## src/rtl/tick_pwm.sv

```systemverilog
// Tick-stepped PWM generator with a valid/ready config port. New period/duty
// values only take effect at a period boundary, and disabling finishes the current period.
module tick_pwm #(
  parameter int unsigned WIDTH = 8
) (
  input  logic             clk,
  input  logic             reset,
  input  logic             tick_i,
  input  logic             en_i,
  input  logic             cfg_valid_i,
  output logic             cfg_ready_o,
  input  logic [WIDTH-1:0] period_i,
  input  logic [WIDTH-1:0] duty_i,
  output logic             pwm_o,
  output logic             wrap_o,
  output logic             busy_o
);

  typedef enum logic [1:0] {StIdle, StRun, StStop} state_e;

  state_e           state_q, state_d;
  logic [WIDTH-1:0] cnt_q, cnt_d;
  logic [WIDTH-1:0] per_q, per_d;
  logic [WIDTH-1:0] duty_q, duty_d;
  logic [WIDTH-1:0] per_s_q, per_s_d;
  logic [WIDTH-1:0] duty_s_q, duty_s_d;
  logic             pend_q, pend_d;
  logic             wrap_q, wrap_d;

  logic active;
  logic wrap_ev;
  logic hs;

  assign active  = (state_q != StIdle);
  assign wrap_ev = active & tick_i & (cnt_q == per_q);
  assign hs      = cfg_valid_i & ~pend_q;

  always_comb begin
    state_d  = state_q;
    cnt_d    = cnt_q;
    per_d    = per_q;
    duty_d   = duty_q;
    per_s_d  = per_s_q;
    duty_s_d = duty_s_q;
    pend_d   = pend_q;
    wrap_d   = wrap_ev;

    if (active && tick_i) begin
      cnt_d = wrap_ev ? '0 : cnt_q + WIDTH'(1);
    end

    unique case (state_q)
      StIdle: begin
        // The tick seen in the start clock is not counted.
        if (en_i) begin
          state_d = StRun;
          cnt_d   = '0;
        end
      end
      StRun: begin
        if (!en_i) state_d = wrap_ev ? StIdle : StStop;
      end
      StStop: begin
        if (en_i)         state_d = StRun;
        else if (wrap_ev) state_d = StIdle;
      end
      default: state_d = StIdle;
    endcase

    if (state_d == StIdle) cnt_d = '0;

    if (wrap_ev && pend_q) begin
      per_d  = per_s_q;
      duty_d = duty_s_q;
      pend_d = 1'b0;
    end

    // Accepting while idle or right at a boundary can go straight to the active set.
    if (hs) begin
      if (!active || wrap_ev) begin
        per_d  = period_i;
        duty_d = duty_i;
      end else begin
        per_s_d  = period_i;
        duty_s_d = duty_i;
        pend_d   = 1'b1;
      end
    end
  end

  always_ff @(posedge clk or posedge reset) begin
    if (reset) begin
      state_q  <= StIdle;
      cnt_q    <= '0;
      per_q    <= '0;
      duty_q   <= '0;
      per_s_q  <= '0;
      duty_s_q <= '0;
      pend_q   <= 1'b0;
      wrap_q   <= 1'b0;
    end else begin
      state_q  <= state_d;
      cnt_q    <= cnt_d;
      per_q    <= per_d;
      duty_q   <= duty_d;
      per_s_q  <= per_s_d;
      duty_s_q <= duty_s_d;
      pend_q   <= pend_d;
      wrap_q   <= wrap_d;
    end
  end

  assign pwm_o       = active & (cnt_q < duty_q);
  assign wrap_o      = wrap_q;
  assign busy_o      = active;
  assign cfg_ready_o = ~pend_q;

endmodule

```

## config.mk

```make
export PLATFORM = sky130hd
export DESIGN_NAME = tick_pwm
export DESIGN_NICKNAME = d
export VERILOG_FILES = /design/src/rtl/tick_pwm.sv
export SDC_FILE = /design/constraint.sdc
export NUM_CORES = 1
export LEC_CHECK = 0
export CAP_MARGIN = 20
export CORE_MARGIN = 2
export CORE_UTILIZATION = 41
export CTS_CLUSTER_DIAMETER = 80
export CTS_CLUSTER_SIZE = 14
export DETAILED_ROUTE_END_ITERATION = 8
export PLACE_DENSITY = 0.6
export SLEW_MARGIN = 20
export SYNTH_ARGS = -nofsm -noshare
export SYNTH_HDL_FRONTEND = slang
export SYNTH_SLANG_ARGS = --single-unit
```

## constraint.sdc

```tcl
create_clock -name clk -period 2.11 [get_ports clk]
set_clock_uncertainty 0.05 [all_clocks]
set_input_delay 0.211 -clock clk [delete_from_list [all_inputs] [get_ports clk]]
set_output_delay 0.211 -clock clk [all_outputs]
set_load 0.02 [all_outputs]
```

# After elaboration in Yosys (flattened, before gate mapping)

Index checks and enable logic that the tools add are counted.

Register bits: 44
Bits of input ports: 21
Output and inout port bits: 4
Logic and storage cells: 47

Add/subtract/negate cells: 1
Magnitude comparators: 1
Eq/ne operators: 3
Muxes and demuxes: 20
Bitwise operators: 6
Reductions and logical operators: 8

Operator list:

| kind                                                                  | count |
|---|---|
| 8-bit two-way mux                                                     | 11 |
| 2-bit two-way mux                                                     | 5 |
| 8-bit by 1-bit adder with 8-bit output, second input constant         | 1 |
| 8-bit equality test                                                   | 1 |
| 8-bit < comparator                                                    | 1 |
| 2-bit case mux with 3 select lines                                    | 1 |
| 1-bit bitwise AND                                                     | 4 |
| 2-bit zero test                                                       | 2 |
| 1-bit two-way mux                                                     | 3 |
| 2-bit by 1-bit equality test with 1-bit output, second input constant | 1 |
| 2-bit equality test, second input constant                            | 1 |
| 1-bit logical AND                                                     | 2 |
| 1-bit NOT                                                             | 2 |
| 2-bit AND reduction                                                   | 1 |
| 2-bit nonzero test                                                    | 1 |
| 1-bit zero test                                                       | 1 |
| 1-bit logical OR                                                      | 1 |

# Depth between registers and ports, before layout

Depth after elaboration: 8
Gate-level depth with buffers: 8
Gate-level depth less buffers: 7

# Least setup slack after synthesis

OpenSTA, ideal clock, no wires.

Path type: reg-to-reg
Start point: reg cnt_q[1]
End point: reg duty_s_q[0]
Library setup time: 0.125 ns
Arrival time: 1.952 ns
Required time: 1.935 ns
Slack: -0.016 ns
Stages on the path, launching flop included: 7
Buffers on the path: 1
Period minus slack after synthesis: 2.126 ns
Cell sequence: dfrtp_1 xnor2_1 nand4_1 o41a_1 nand3_1 buf_2 mux2_2

Longest elaborated chain between the ends: 5

RTL lines:

| item                                 | RTL line | source |
|---|---|---|
| from (decl)                          | 22       | `logic [WIDTH-1:0] cnt_q, cnt_d;` |
| from (signal assigned)               | 103      | `cnt_q <= cnt_d;` |
| 8-bit equality test                  | 35       | `assign wrap_ev = active & tick_i & (cnt_q == per_q);` |
| 1-bit bitwise AND                    | 35       |  |
| 1-bit logical OR                     | 80       | `if (!active \|\| wrap_ev) begin` |
| 1-bit NOT (no source line)           | -        |  |
| 2-bit AND reduction (no source line) | -        |  |
| to (signal assigned)                 | 107      | `duty_s_q <= duty_s_d;` |
| to (decl)                            | 26       | `logic [WIDTH-1:0] duty_s_q, duty_s_d;` |

No other way between the ends.
A chain may end at the register's enable or synchronous reset.

# Worst setup path after layout

Start point: reg cnt_q[0]
End point: reg per_q[3]

Longest elaborated chain between the ends: 6
Elaborated cells on any way between the ends: 7
Classes of those cells: eq/ne: 1; mux: 3; bitwise: 1; reduce/logical: 2

RTL lines:

| item                  | RTL line | source |
|---|---|---|
| 8-bit equality test * | 35       |  |
| 1-bit bitwise AND *   | 35       |  |
| 1-bit logical AND     | 72       | `if (wrap_ev && pend_q) begin` |
| 8-bit two-way mux     | 72       |  |
| 8-bit two-way mux     | 80       |  |
| 8-bit two-way mux *   | 79       | `if (hs) begin` |
| via per_d[3]          | 23       | `logic [WIDTH-1:0] per_q, per_d;` |
| to (signal assigned)  | 104      | `per_q <= per_d;` |
| to (decl)             | 23       |  |

Mark *: on every way through the listed nets, which the timed path passes. The rest lies on a longest branch.

==> run summary <==
The most common cell after layout, fill and taps aside is dfrtp_1. The global-route total usage across every layer came out at 19.03%. The critical path goes through buf_4, xnor2_1, nand2_1, o41a_1, or3b_4, buf_16, a21oi_1.

For this run, the post-layout net count is 276. The sequential area share after synthesis came out at a little over 50%. The detailed-router iteration count before antenna repair came out at 4. Leaving out fill and tap cells, the most frequent cells in the layout are dfrtp_1 (44), clkdlybuf4s50_1 (23), buf_4 (21). Setup repair after global routing could not meet its margin everywhere. After technology mapping, the gate count stands at between 150 and 200.

The layout cell share with drive strength beyond 1 came out at 35.08%. The synthesized cell area is 2155 sq um. The area used by sequential logic in the layout came out at 1101 sq um. The die outline area is 5851 sq um. The first-pass GRT wire length came out at 8652 microns. The arrival time of the worst setup path came out at around 2.3 ns. The kind of start point of the critical path is a flip-flop.

The flow ran to the end, but the final reports show violations. The data required time of the worst path came out at ~2.3 ns. The origin of the critical flop-to-flop path is cnt_q[0]. The setup path with the least slack is of type reg2reg. The placed cell area is 2628 sq um.

The final route contains 1604 vias. The tree is rooted in a clkbuf_8. The post-layout instance area is 3039 sq um. The maximum clock insertion buffer count is 2. IR analysis of the VDD net gives a maximum drop of 0.3974 mV.

The die height came out at around 76 microns. The worst reg-to-reg path cell count is 7. Global routing finished with a remaining overflow of 0. For this design the ratio of total power to cell area is a little under 800 nW/um^2.

Cells fill 59.89% of the core in the end. The mean cell area of the mapped netlist came out at 11.16 sq um. The final count of pins violating max slew is 0. The register-to-register path setup slack is -0.05 ns. The cell family contributing the most delay on the critical path is simple AND/OR/NAND/NOR gates. The path class of the tightest hold or removal check is in2async.

Yosys printed 0 warnings. The source-to-sink clock delay at the later pin of the worst-skew pair came out at roughly 0.30 ns. The number of max-capacitance violations reported came out at 0.

For this design the static power due to leakage is ~1.5 nW. The number of global-route vias before repair is roughly 1700. The netlist uses 32 different library cells. The area occupied by multi-input gates came out at 1152 sq um. The clock input transition at the sequential cells of the worst setup and hold paths came out at 0.09 ns. After synthesis, the largest area contributor takes up 51.10% of total cell area. The first routing iteration left 93 violations. Setup violations remaining at the end of the flow were counted as 33. The final reports fail on negative setup slack.

The fill cell instance count of the final layout is 425. Final hold analysis gives a worst-case slack of 0.3080 ns. The last weighted congestion value of the routability-driven placer came out at 0.8342. The net count after synthesis came out at 222. The final hold violation count came out at 0. The actual slew at the worst max-slew pin came out at 0.5631 ns. From left edge to right edge, the die measures between 70 and 80 microns. The count of nets left with antenna violations once routing finished came out at 0.

The final routed DRC violation total is 0. The count of standard-cell rows is 26. The number of buffer and inverter instances along the worst setup path is 2.

Entering global routing, the biggest net connects between 40 and 50 pins. The flop and latch count out of synthesis is 44. The number of CTS-inserted buffers is 5.

Derived from the worst setup path, the maximum achievable clock frequency is 461.9 MHz. The slowest stage cell on the critical path is or3b_4. Yosys attributes the largest share of cell area to dfrtp_1 (51%), mux2_2 (8.4%), mux2i_1 (7.4%), nor2_1 (4.9%), ha_1 (4.6%). Input and output buffers added on the ports amount to 24. The tightest slew margin relative to the limit is 62.46%. The smallest setup slack after layout came out at -0.05485 ns. The end of the worst register-to-register path is per_q[3]. After detailed routing, the number of vias per cell comes to ~5. The initial antenna violation count is 0. The number of hold buffers added after CTS was 0. In the final routed layout, each cell accounts on average for 16.08 microns. TritonCTS built the clock tree. The maximum fanout along the worst path is 14. dfrtp_1 takes more of the synthesized area than any other cell. The sum of routed wire length over all layers came out at approximately 5100 microns. The starting density of the core is 42.46%. The number of diodes came out at 0. The number of sinks handled by clock tree synthesis came out at 44. The total number of H-tree levels came out at 2.

On the worst path, the slowest cell contributes a delay of ~0.48 ns. The shortest period the worst path allows is 2.165 ns. The I/O pin count came out at 25. In the finished design, the share of the clock period the worst path needs comes to 102.6%.

The estimated wirelength of the detail-placed design came out at 3206 microns. The critical path starts at cnt_q[0]. The area overhead of the layout relative to synthesis came out at 41.06%.

The floorplan core area is 5075 sq um. The worst setup path is captured at a flip-flop.
-- worst min-delay path, cell delays in order --
cell             delay, ns
clkdlybuf4s50_1       0.40
inv_1                 0.05
buf_4                 0.45
-- power by group --
part	total [mW]	switching [mW]	internal, mW
Combinational	0.602	0.270	0.332
Sequential	1.14	0.119	1.02
Clock	0.634	0.283	0.352
-- cell type report --
cell class / count / area share (%)
multi-input combinational: 132 / 37.92
timing repair buffer: 53 / 18.07
clock buffer: 6 / 2.388
sequential: 44 / 36.23
clock inverter: 2 / 1.153
inverter: 11 / 1.359
tap: 70 / 2.882
-- registers in the layout (all words and copies together) (netlist names) --
name / cells
cnt_q: 8
duty_q: 8
duty_s_q: 8
pend_q: 1
per_q: 8
per_s_q: 8
state_q: 2
wrap_o: 1
-- per-stage QoR --
stage                     setup TNS, ns  std cells  setup slack [ns]  total power, mW
after floorplan                       0        193           0.03190            1.461
after global placement           -1.978        301           -0.2746            1.634
after detailed placement         -2.532        301           -0.2966            1.661
after CTS                       -0.8350        316          -0.04582            2.346
after global routing             -4.019        318           -0.1630            2.523
final                            -1.258        318          -0.05485            2.375
-- synth_stat cells --
| cell | number |
|---|---|
| a21oi_1 | 17 |
| o21ai_0 | 2 |
| nand2_1 | 5 |
| xnor2_1 | 11 |
| xor2_1 | 4 |
| nand2b_1 | 2 |
| dfrtp_1 | 44 |
| buf_4 | 1 |
| buf_1 | 1 |
| nor2_1 | 28 |
| or4_1 | 1 |
| clkbuf_1 | 1 |
| mux2i_1 | 16 |
| inv_1 | 11 |
| ha_1 | 8 |
| nor4b_4 | 1 |
| or3b_1 | 1 |
| nor4_1 | 1 |
| a21o_1 | 2 |
| nand4_1 | 3 |
| a22oi_1 | 1 |
| and3_1 | 1 |
| o41a_1 | 1 |
| nand2_2 | 1 |
| nand3_1 | 3 |
| a211oi_1 | 2 |
| or3_1 | 1 |
| buf_2 | 3 |
| o21a_1 | 1 |
| a21boi_0 | 2 |
| o311ai_0 | 1 |
| mux2_2 | 16 |
-- routing by layer --
| layer | vias up | track usage, % | share of wire, % |
|---|---|---|---|
| met5 | - | 0 | 0 |
| met1 | 801 | 25.25 | 45 |
| met4 | 0 | 5.455 | 1.1 |
| met3 | 6 | 4.147 | 3.1 |
| met2 | 28 | 31.42 | 51 |
| li1 | 769 | - | - |
-- timing repair --
action                     CTS  global route
setup endpoints to repair   33            33
resized for setup           34            23
setup buffers                4             2
pin swaps                    9             3
gates cloned                 3             0
-- worst max-delay path by stage --
stage / end / slack, ns / cells after the start
2_1_floorplan: duty_s_q[0] / 0.03 / 6
3_3_place_gp: pwm_o / -0.27 / 7
3_5_place_dp: pwm_o / -0.30 / 7
4_1_cts: per_q[3] / -0.05 / 8
5_1_grt: pwm_o / -0.16 / 8
6_report: per_q[3] / -0.05 / 7
-- logic make-up after synthesis --
family / after synthesis / share of synthesized area, %
flip-flops: 44 / 51.10
buffers and inverters: 17 / 3.310
adder cells (fa/ha/maj): 8 / 4.646
AO/OA/AOI/OAI: 29 / 8.130
AND/OR/NAND/NOR: 48 / 10.92
XOR/XNOR: 15 / 6.097
multiplexers: 32 / 15.80
No activity file was read; power rests on OpenSTA's default activity.
